File: src/rtl/proc_control_unit_if.sv
// Data RAM handshake bundle between the microsequencer (master) and data RAM (slave).
interface proc_control_unit_if;
    logic dram_req;
    logic dram_we;
    logic dram_ack;

    modport master (output dram_req, output dram_we, input dram_ack);
    modport slave  (input dram_req, input dram_we, output dram_ack);
endinterface

File: src/rtl/proc_control_unit.sv
// Microsequencer FSM: fetch/decode/execute control, ALU ops and data RAM handshake with watchdog.
// Optional build macro STEP_MODE_EN: returns to FETCH1 go through PAUSE, released by a step rising edge.
//
// state    | meaning
// IDLE     | waiting for start
// FETCH1   | read instruction RAM at PC
// FETCH2   | load IR, increment PC
// DECODE   | branch on opcode, flag illegal opcodes
// EX_ALU   | ADD / SUB / INCAR write-back
// EX_MOV   | AC -> R1
// EX_JMP   | TR -> PC when zero flag set
// MEM_REQ  | present data RAM request
// MEM_WAIT | hold request until ack or watchdog expiry
// MEM_WB   | DR -> AC after a load
// HALT     | stopped (END or watchdog), start resumes at FETCH1
// PAUSE    | single-step hold, step edge resumes at FETCH1
module proc_control_unit #(
    parameter int OPW      = 6,
    parameter int CBUS_W   = 10,
    parameter int MAX_WAIT = 15
) (
    input  logic              clk,
    input  logic              rst_n,
    input  logic              start,
    input  logic [OPW-1:0]    opcode,
    input  logic              z_flag,
    input  logic              step,
    output logic              iram_rd,
    output logic              LDIR,
    output logic              PC_INC,
    output logic [CBUS_W-1:0] C_bus_ctrl_sig,
    output logic [3:0]        B_bus_sel,
    output logic [2:0]        alu_op,
    output logic              halted,
    output logic              mem_err,
    output logic              illegal_op,
    proc_control_unit_if.master mem
);

    localparam logic [3:0] S_IDLE     = 4'd0;
    localparam logic [3:0] S_FETCH1   = 4'd1;
    localparam logic [3:0] S_FETCH2   = 4'd2;
    localparam logic [3:0] S_DECODE   = 4'd3;
    localparam logic [3:0] S_EX_ALU   = 4'd4;
    localparam logic [3:0] S_EX_MOV   = 4'd5;
    localparam logic [3:0] S_EX_JMP   = 4'd6;
    localparam logic [3:0] S_MEM_REQ  = 4'd7;
    localparam logic [3:0] S_MEM_WAIT = 4'd8;
    localparam logic [3:0] S_MEM_WB   = 4'd9;
    localparam logic [3:0] S_HALT     = 4'd10;
    localparam logic [3:0] S_PAUSE    = 4'd11;

`ifdef STEP_MODE_EN
    localparam logic [3:0] S_RET = S_PAUSE;
`else
    localparam logic [3:0] S_RET = S_FETCH1;
`endif

    localparam logic [OPW-1:0] OP_NOP    = OPW'('h00);
    localparam logic [OPW-1:0] OP_LDAC   = OPW'('h01);
    localparam logic [OPW-1:0] OP_STAC   = OPW'('h02);
    localparam logic [OPW-1:0] OP_MVACR1 = OPW'('h03);
    localparam logic [OPW-1:0] OP_ADD    = OPW'('h04);
    localparam logic [OPW-1:0] OP_SUB    = OPW'('h05);
    localparam logic [OPW-1:0] OP_JMPZ   = OPW'('h06);
    localparam logic [OPW-1:0] OP_INCAR  = OPW'('h07);
    localparam logic [OPW-1:0] OP_END    = OPW'('h3F);

    localparam logic [3:0] B_AR = 4'd0;
    localparam logic [3:0] B_R1 = 4'd1;
    localparam logic [3:0] B_TR = 4'd4;
    localparam logic [3:0] B_AC = 4'd5;
    localparam logic [3:0] B_DR = 4'd7;

    localparam int C_AR = 0;
    localparam int C_R1 = 1;
    localparam int C_AC = 5;
    localparam int C_PC = 6;
    localparam int C_DR = 7;

    localparam logic [2:0] ALU_PASS = 3'd0;
    localparam logic [2:0] ALU_ADD  = 3'd1;
    localparam logic [2:0] ALU_SUB  = 3'd2;
    localparam logic [2:0] ALU_INC  = 3'd3;

    localparam int CW = $clog2(MAX_WAIT + 1);

    logic [3:0]     r_state;
    logic [3:0]     w_next;
    logic [OPW-1:0] r_op;
    logic [CW-1:0]  r_wait_cnt;
    logic [CW-1:0]  w_wait_cnt_next;
    logic           r_mem_err;
    logic           r_step_q;
    logic           w_step_rise;
    logic           w_timeout;
    logic           w_legal;
    logic           w_resume;
    logic           w_store;

    assign w_wait_cnt_next = r_wait_cnt + CW'(1);
    assign w_timeout       = (r_state == S_MEM_WAIT) && !mem.dram_ack
                             && (w_wait_cnt_next == CW'(MAX_WAIT));
    assign w_step_rise     = step && !r_step_q;
    assign w_resume        = start && ((r_state == S_IDLE) || (r_state == S_HALT));
    assign w_store         = (r_op == OP_STAC);

    always_comb begin
        w_legal = 1'b0;
        case (opcode)
            OP_NOP, OP_LDAC, OP_STAC, OP_MVACR1,
            OP_ADD, OP_SUB, OP_JMPZ, OP_INCAR, OP_END: w_legal = 1'b1;
            default:                                  w_legal = 1'b0;
        endcase
    end

    always_comb begin
        w_next = r_state;
        case (r_state)
            S_IDLE:   if (start) w_next = S_FETCH1;
            S_FETCH1: w_next = S_FETCH2;
            S_FETCH2: w_next = S_DECODE;
            S_DECODE: begin
                case (opcode)
                    OP_LDAC, OP_STAC:          w_next = S_MEM_REQ;
                    OP_MVACR1:                 w_next = S_EX_MOV;
                    OP_ADD, OP_SUB, OP_INCAR:  w_next = S_EX_ALU;
                    OP_JMPZ:                   w_next = S_EX_JMP;
                    OP_END:                    w_next = S_HALT;
                    default:                   w_next = S_RET;
                endcase
            end
            S_EX_ALU, S_EX_MOV, S_EX_JMP, S_MEM_WB: w_next = S_RET;
            S_MEM_REQ: w_next = S_MEM_WAIT;
            S_MEM_WAIT: begin
                if (mem.dram_ack)   w_next = w_store ? S_RET : S_MEM_WB;
                else if (w_timeout) w_next = S_HALT;
            end
            S_HALT:   if (start) w_next = S_FETCH1;
            S_PAUSE:  if (w_step_rise) w_next = S_FETCH1;
            default:  w_next = S_IDLE;
        endcase
    end

    always_ff @(posedge clk or negedge rst_n) begin
        if (!rst_n) begin
            r_state    <= S_IDLE;
            r_op       <= '0;
            r_wait_cnt <= '0;
            r_mem_err  <= 1'b0;
            r_step_q   <= 1'b0;
        end else begin
            r_state  <= w_next;
            r_step_q <= step;
            if (r_state == S_DECODE)
                r_op <= opcode;
            // Counter only lives inside MEM_WAIT; any exit returns it to zero.
            if ((r_state == S_MEM_WAIT) && (w_next == S_MEM_WAIT))
                r_wait_cnt <= w_wait_cnt_next;
            else
                r_wait_cnt <= '0;
            if (w_timeout)
                r_mem_err <= 1'b1;
            else if (w_resume)
                r_mem_err <= 1'b0;
        end
    end

    always_comb begin
        iram_rd        = 1'b0;
        LDIR           = 1'b0;
        PC_INC         = 1'b0;
        C_bus_ctrl_sig = '0;
        B_bus_sel      = 4'd0;
        alu_op         = ALU_PASS;
        mem.dram_req   = 1'b0;
        mem.dram_we    = 1'b0;
        halted         = 1'b0;
        illegal_op     = 1'b0;
        case (r_state)
            S_FETCH1: iram_rd = 1'b1;
            S_FETCH2: begin
                LDIR   = 1'b1;
                PC_INC = 1'b1;
            end
            S_DECODE: illegal_op = !w_legal;
            S_EX_ALU: begin
                case (r_op)
                    OP_INCAR: begin
                        B_bus_sel            = B_AR;
                        alu_op               = ALU_INC;
                        C_bus_ctrl_sig[C_AR] = 1'b1;
                    end
                    OP_SUB: begin
                        B_bus_sel            = B_R1;
                        alu_op               = ALU_SUB;
                        C_bus_ctrl_sig[C_AC] = 1'b1;
                    end
                    default: begin
                        B_bus_sel            = B_R1;
                        alu_op               = ALU_ADD;
                        C_bus_ctrl_sig[C_AC] = 1'b1;
                    end
                endcase
            end
            S_EX_MOV: begin
                B_bus_sel            = B_AC;
                C_bus_ctrl_sig[C_R1] = 1'b1;
            end
            S_EX_JMP: begin
                if (z_flag) begin
                    B_bus_sel            = B_TR;
                    C_bus_ctrl_sig[C_PC] = 1'b1;
                end
            end
            // Request, direction and address source stay fixed for the whole transfer.
            S_MEM_REQ, S_MEM_WAIT: begin
                mem.dram_req = 1'b1;
                mem.dram_we  = w_store;
                B_bus_sel    = w_store ? B_AC : B_AR;
                if ((r_state == S_MEM_WAIT) && !w_store)
                    C_bus_ctrl_sig[C_DR] = mem.dram_ack;
            end
            S_MEM_WB: begin
                B_bus_sel            = B_DR;
                alu_op               = ALU_PASS;
                C_bus_ctrl_sig[C_AC] = 1'b1;
            end
            S_HALT:  halted = 1'b1;
            default: ;
        endcase
    end

    assign mem_err = r_mem_err;

endmodule

File: src/flat_wrapper.sv
// flat-port wrapper written by rule: the top's interface ports become plain ports
module proc_control_unit_flat 
#(
    parameter int OPW      = 6,
    parameter int CBUS_W   = 10,
    parameter int MAX_WAIT = 15
)
  (clk, rst_n, start, opcode, z_flag, step, iram_rd, LDIR, PC_INC, C_bus_ctrl_sig, B_bus_sel, alu_op, halted, mem_err, illegal_op, mem_dram_req, mem_dram_we, mem_dram_ack);
  proc_control_unit_if mem_i ();
  input  logic clk;
  input  logic rst_n;
  input  logic start;
  input  logic [OPW-1:0] opcode;
  input  logic z_flag;
  input  logic step;
  output logic iram_rd;
  output logic LDIR;
  output logic PC_INC;
  output logic [CBUS_W-1:0] C_bus_ctrl_sig;
  output logic [3:0] B_bus_sel;
  output logic [2:0] alu_op;
  output logic halted;
  output logic mem_err;
  output logic illegal_op;
  output wire logic [$bits(mem_i.dram_req)-1:0] mem_dram_req;
  output wire logic [$bits(mem_i.dram_we)-1:0] mem_dram_we;
  input wire logic [$bits(mem_i.dram_ack)-1:0] mem_dram_ack;
  assign mem_dram_req = mem_i.dram_req;
  assign mem_dram_we = mem_i.dram_we;
  assign mem_i.dram_ack = mem_dram_ack;
  proc_control_unit #(.OPW(OPW), .CBUS_W(CBUS_W), .MAX_WAIT(MAX_WAIT)) u_core (.clk(clk), .rst_n(rst_n), .start(start), .opcode(opcode), .z_flag(z_flag), .step(step), .iram_rd(iram_rd), .LDIR(LDIR), .PC_INC(PC_INC), .C_bus_ctrl_sig(C_bus_ctrl_sig), .B_bus_sel(B_bus_sel), .alu_op(alu_op), .halted(halted), .mem_err(mem_err), .illegal_op(illegal_op), .mem(mem_i));
endmodule
File: config.mk
export PLATFORM = sky130hd
export DESIGN_NAME = proc_control_unit_flat
export DESIGN_NICKNAME = d
export VERILOG_FILES = /design/src/rtl/proc_control_unit_if.sv /design/src/rtl/proc_control_unit.sv /design/src/flat_wrapper.sv
export SDC_FILE = /design/constraint.sdc
export NUM_CORES = 1
export LEC_CHECK = 0
export ABC_AREA = 1
export CORE_UTILIZATION = 45
export CTS_CLUSTER_DIAMETER = 60
export CTS_CLUSTER_SIZE = 10
export DETAILED_ROUTE_END_ITERATION = 6
export PLACE_DENSITY = 0.88
export SLEW_MARGIN = 20
export SYNTH_ARGS = -nofsm -noshare
export SYNTH_HDL_FRONTEND = slang
export SYNTH_SLANG_ARGS = --single-unit
File: constraint.sdc
create_clock -name clk -period 1.6 [get_ports clk]
set_clock_uncertainty 0.05 [all_clocks]
set_input_delay 0.32 -clock clk [delete_from_list [all_inputs] [get_ports clk]]
set_output_delay 0.32 -clock clk [all_outputs]
set_load 0.005 [all_outputs]
==> flow_metrics.py, run 1 <==
metrics = {
    "die": {
        "start_util_pct": 49.37,
        "rows": 17,
        "die_w_um": 51.97,
        "pin_count": 37,
        "die_height_um": 51.97,
    },
    "synth": {
        "syn-cell-area_mm2": 0.001124,
        "synth_mux_area_share_pct": 0,
        "yosysUniqueCellTypes": 22,
        "yosys_warnings": 0,
        "avgSynthCellArea_um2": 6.384,
        "yosysSeqAreaShare_pct": 35.63,
        "synthCells": 176,
        "synth-adder-area-share_pct": 2.227,
        "ys_seq_elements": 16,
        "synth_xor_area_share_pct": 0,
        "synth_top_family_by_area": "simple AND/OR/NAND/NOR gates",
        "synth_compound_area_share_pct": 7.684,
        "synthSimpleGateAreaFrac_pct": 37.08,
    },
    "place": {
        "dp_slack_ps": -715.1,
        "port_buffers": 29,
        "gp_congestion": 0.8335,
        "hpwl_um": 2238,
    },
    "run_status": {
        "error_line": "[ERROR DPL-0038] Utilization greater than 100%, impossible to legalize",
        "outcome": "stopped before the end",
        "lastStage": "5_1_grt",
    },
    "clocking": {
        "numCtsBuffers": 3,
        "clock-sinks": 16,
        "htree_levels": 1,
        "clockBufferDepth": 2,
        "cts-root-buf": "clkbuf_4",
        "ctsHoldBuffers": 0,
    },
    "timing": {
        "worstEpCategory": "top-level output",
        "worstEndpointGrtRepair": "B_bus_sel[0]",
    },
    "global_route": {
        "grt_max_degree": 17,
    },
}
-- synth_stat cells, drive strengths merged --
library cell   n  share of area, %
nor2          29               9.9
o21ai         10               4.5
o22ai          1              0.56
a21oi          3               1.3
buf            8               5.3
nand3          9               4.5
nand4          3               1.7
inv           34                11
nand2         47                16
nor3b          1              0.67
ha             2               2.2
clkbuf         1              0.33
nor3           9               4.0
dfrtp         16                36
conb           1              0.33
a21o           1              0.67
o31ai          1              0.67
-- kinds of logic after synthesis --
kind of cell             Yosys count
buffers and inverters             43
other                              1
AO/OA/AOI/OAI                     16
adder cells (fa/ha/maj)            2
flip-flops                        16
AND/OR/NAND/NOR                   98
-- metrics by stage --
stage	util (%)	area [um2]	setup TNS, ps	hold WS, ps	cells
after CTS	85.87	1954	-3276	289.8	283
after detailed placement	73.72	1678	-6601	419.0	266
after global placement	73.72	1678	-5641	410.2	266
after floorplan	-	1146	0	-25.59	182
-- timing repair --
action,CTS
setup buffers,14
gates resized for setup,127
endpoints found under the setup margin,21
pin swaps,24
==> run 2, diff against run 1 <==
- CORE_UTILIZATION: 45 -> 30
- CTS_CLUSTER_DIAMETER: 60 -> default
- CTS_CLUSTER_SIZE: 10 -> default
- PLACE_DENSITY: 0.88 -> default
- PLACE_DENSITY_LB_ADDON: default -> 0.15
==> flow_metrics.py, run 2 <==
metrics = {
    "die": {
        "die_height_um": 63.20,
        "start_util_pct": 32.40,
        "die-area_mm2": 0.003994,
        "pin_count": 37,
        "rows": 21,
        "die_w_um": 63.20,
        "core_mm2": 0.003468,
    },
    "layout": {
        "fillers": 327,
        "area_growth_pct": 92.32,
        "largest_reg_flops": 6,
        "layout.nets": 284,
        "multi_input_area_um2": 764.5,
        "antenna_cells": 0,
        "layout_commonest_cell": "buf_4",
        "reg_top3": "u_core.r_op (6), u_core.r_state (4), u_core.r_wait_cnt (4)",
        "layout-drive-gt1-share_pct": 53.73,
        "layout_common_cells": "45 x buf_4, 37 x nand2_1, 20 x buf_6",
        "top_register": "u_core.r_op",
        "ff_latch_area_um2": 402.9,
    },
    "synth": {
        "async_flop_share_pct": 100.0,
        "synth_mux_area_share_pct": 0,
        "syn-cell-area_mm2": 0.001124,
        "synthSimpleGateAreaFrac_pct": 37.08,
        "synth_xor_area_share_pct": 0,
        "synth-edff-count": 0,
        "synth_top_area_cell": "dfrtp_1",
        "synthCells": 176,
        "netlist_top_cells_count": "44 x nand2_1, 28 x inv_1, 28 x nor2_1",
        "ys_seq_elements": 16,
        "ys.flop_type": "dfrtp_1",
        "yosysUniqueCellTypes": 22,
        "yosysMostFrequentCell": "nand2_1",
        "synth-adder-area-share_pct": 2.227,
        "yosysSeqAreaShare_pct": 35.63,
        "avgSynthCellArea_um2": 6.384,
        "synth_compound_area_share_pct": 7.684,
        "yosys_warnings": 0,
        "synth_top_family_by_area": "simple AND/OR/NAND/NOR gates",
        "netlist_top_cells_area": "dfrtp_1 36%, nand2_1 15%, inv_1 9.4%, nor2_1 9.4%, buf_4 5.3%",
        "yosysTopAreaCellShare_pct": 35.63,
    },
    "worst_setup_path": {
        "start_kind": "register",
        "max_stage_delay_ps": 370,
        "crit_slowest_cell": "dfrtp_1",
        "crit_type": "reg2out",
        "cp_max_fo": 4,
        "worst_ep_arrival_time_ps": 1530,
        "cp.required_ps": 1230,
        "end_kind": "output pin",
        "rrSetupSlack_ps": -240,
        "path_cells": "buf_6 > buf_6 > inv_4 > nor2_4 > nand3_2 > buf_4 > buf_4 > nand2_1 > buf_2",
    },
    "timing": {
        "max_freq_ghz": 0.5254,
        "slew_violations": 0,
        "period_needed_ps": 1903,
        "setup_viol_count_final": 22,
        "finalCritPeriodShare_pct": 119.0,
        "holdWs_ps": 332.2,
        "timing.final.ws_setup_ps": -303.4,
        "rsz0062_at_grt": "yes",
        "finalHoldViolCount": 0,
    },
    "run_status": {
        "outcome": "finished, violations left",
        "violations": "setup timing",
    },
    "global_route": {
        "grt_max_degree": 17,
        "use_met1_pct": 19.24,
        "antenna_found_initial": 0,
        "met3_usage_pct": 2.355,
        "grt_pass1_wl_um": 5706,
        "grtUsageTotal_pct": 18.28,
        "use_met2_pct": 35.75,
        "busiest_layer": "met2",
        "overflow": 0,
        "grt_pass1_vias": 1401,
    },
    "route": {
        "wire_per_inst_um": 11.49,
        "final_antenna_net_count": 0,
        "dr.pass1.iters": 4,
        "route.final.wire_length_um": 3609,
        "first_iter_violations": 37,
        "vias": 1425,
        "remaining_drc_errors": 0,
        "avgViaCountPerCell": 4.538,
    },
    "clocking": {
        "clk_transition_reported_paths_ps": 60,
        "cts_tree": "built",
        "clockBufferDepth": 2,
        "clock_latency_ps": 250,
        "clock-sinks": 16,
        "numCtsBuffers": 3,
        "htree_levels": 1,
        "ctsHoldBuffers": 0,
        "cts-root-buf": "clkbuf_8",
    },
    "place": {
        "port_buffers": 29,
        "gp_congestion": 0.8469,
        "hpwl_um": 2276,
    },
    "power": {
        "leakagePower_nw": 1.150,
        "peakVddDrop_v": 0.0005536,
        "power_mw": 2.948,
        "powerDensity_mw_per_mm2": 1364,
    },
    "worst_hold_path": {
        "hp-class": "in2async",
    },
    "job": {
        "maxCapViolCount": 0,
    },
}
## run 2: area by class of cell
class / count / area share, %
clock buffers: 3 / 1.911
inverters: 34 / 6.254
multi-input cells: 123 / 35.38
flip-flops and latches: 16 / 18.65
well taps: 46 / 2.664
repair buffers: 92 / 35.15
## run 2: kinds of logic after synthesis
family / after synthesis
flip-flops: 16
AND/OR/NAND/NOR: 98
buffers and inverters: 43
other: 1
AO/OA/AOI/OAI: 16
adder cells (fa/ha/maj): 2
## run 2: report_power, final
part	switching, mW	internal, mW	total, mW
clock network	0.142	0.167	0.309
registers	0.122	0.526	0.648
logic	0.950	1.04	1.99
total	1.21	1.73	2.95
## run 2: repair_timing
action                     CTS  global route
cloned                       0             0
setup endpoints to repair   23            24
pin swaps                   22            19
resized for setup          129            28
buffers inserted            19             6
## run 2: stage by stage
step / setup slack (ps) / instance area [um2] / cells / utilization [%] / setup TNS [ps]
2_1_floorplan: 37.67 / 1146 / 182 / - / 0
3_3_place_gp: -713.6 / 1738 / 289 / 50.11 / -6549
3_5_place_dp: -740.4 / 1738 / 289 / 50.11 / -6820
4_1_cts: -260.2 / 2049 / 310 / 59.09 / -3379
5_1_grt: -415.9 / 2161 / 314 / 62.30 / -6126
6_report: -303.4 / 2161 / 314 / 62.30 / -3966
## run 2: layer usage
metal,vias up,share of wire (%)
met5,-,0
met4,0,2.4
met3,8,5.8
met2,45,56
met1,661,36
li1,711,-
## run 2: worst paths after layout
check / start / end / depth (start not counted)
max: u_core.r_state[1]$_DFF_PN0_ / B_bus_sel[2] / 9
min: rst_n / u_core.r_wait_cnt[2]$_DFF_PN0_ / 2
max reg2reg: u_core.r_state[0]$_DFF_PN0_ / u_core.r_state[0]$_DFF_PN0_ / 12
min reg2reg: u_core.mem_err$_DFFE_PN0P_ / u_core.mem_err$_DFFE_PN0P_ / 2
max in group asynchronous: rst_n / u_core.r_state[3]$_DFF_PN0_ / 2
min in group clk: opcode[4] / u_core.r_op[4]$_DFFE_PN0P_ / 3
## run 2: worst max-delay path: cells and delay by family, from the launching register on
family	cells	cell delay, ps
buffers and inverters	6	640
flip-flops	1	370
AND/OR/NAND/NOR	3	270
(Power assumes the default switching activity.)
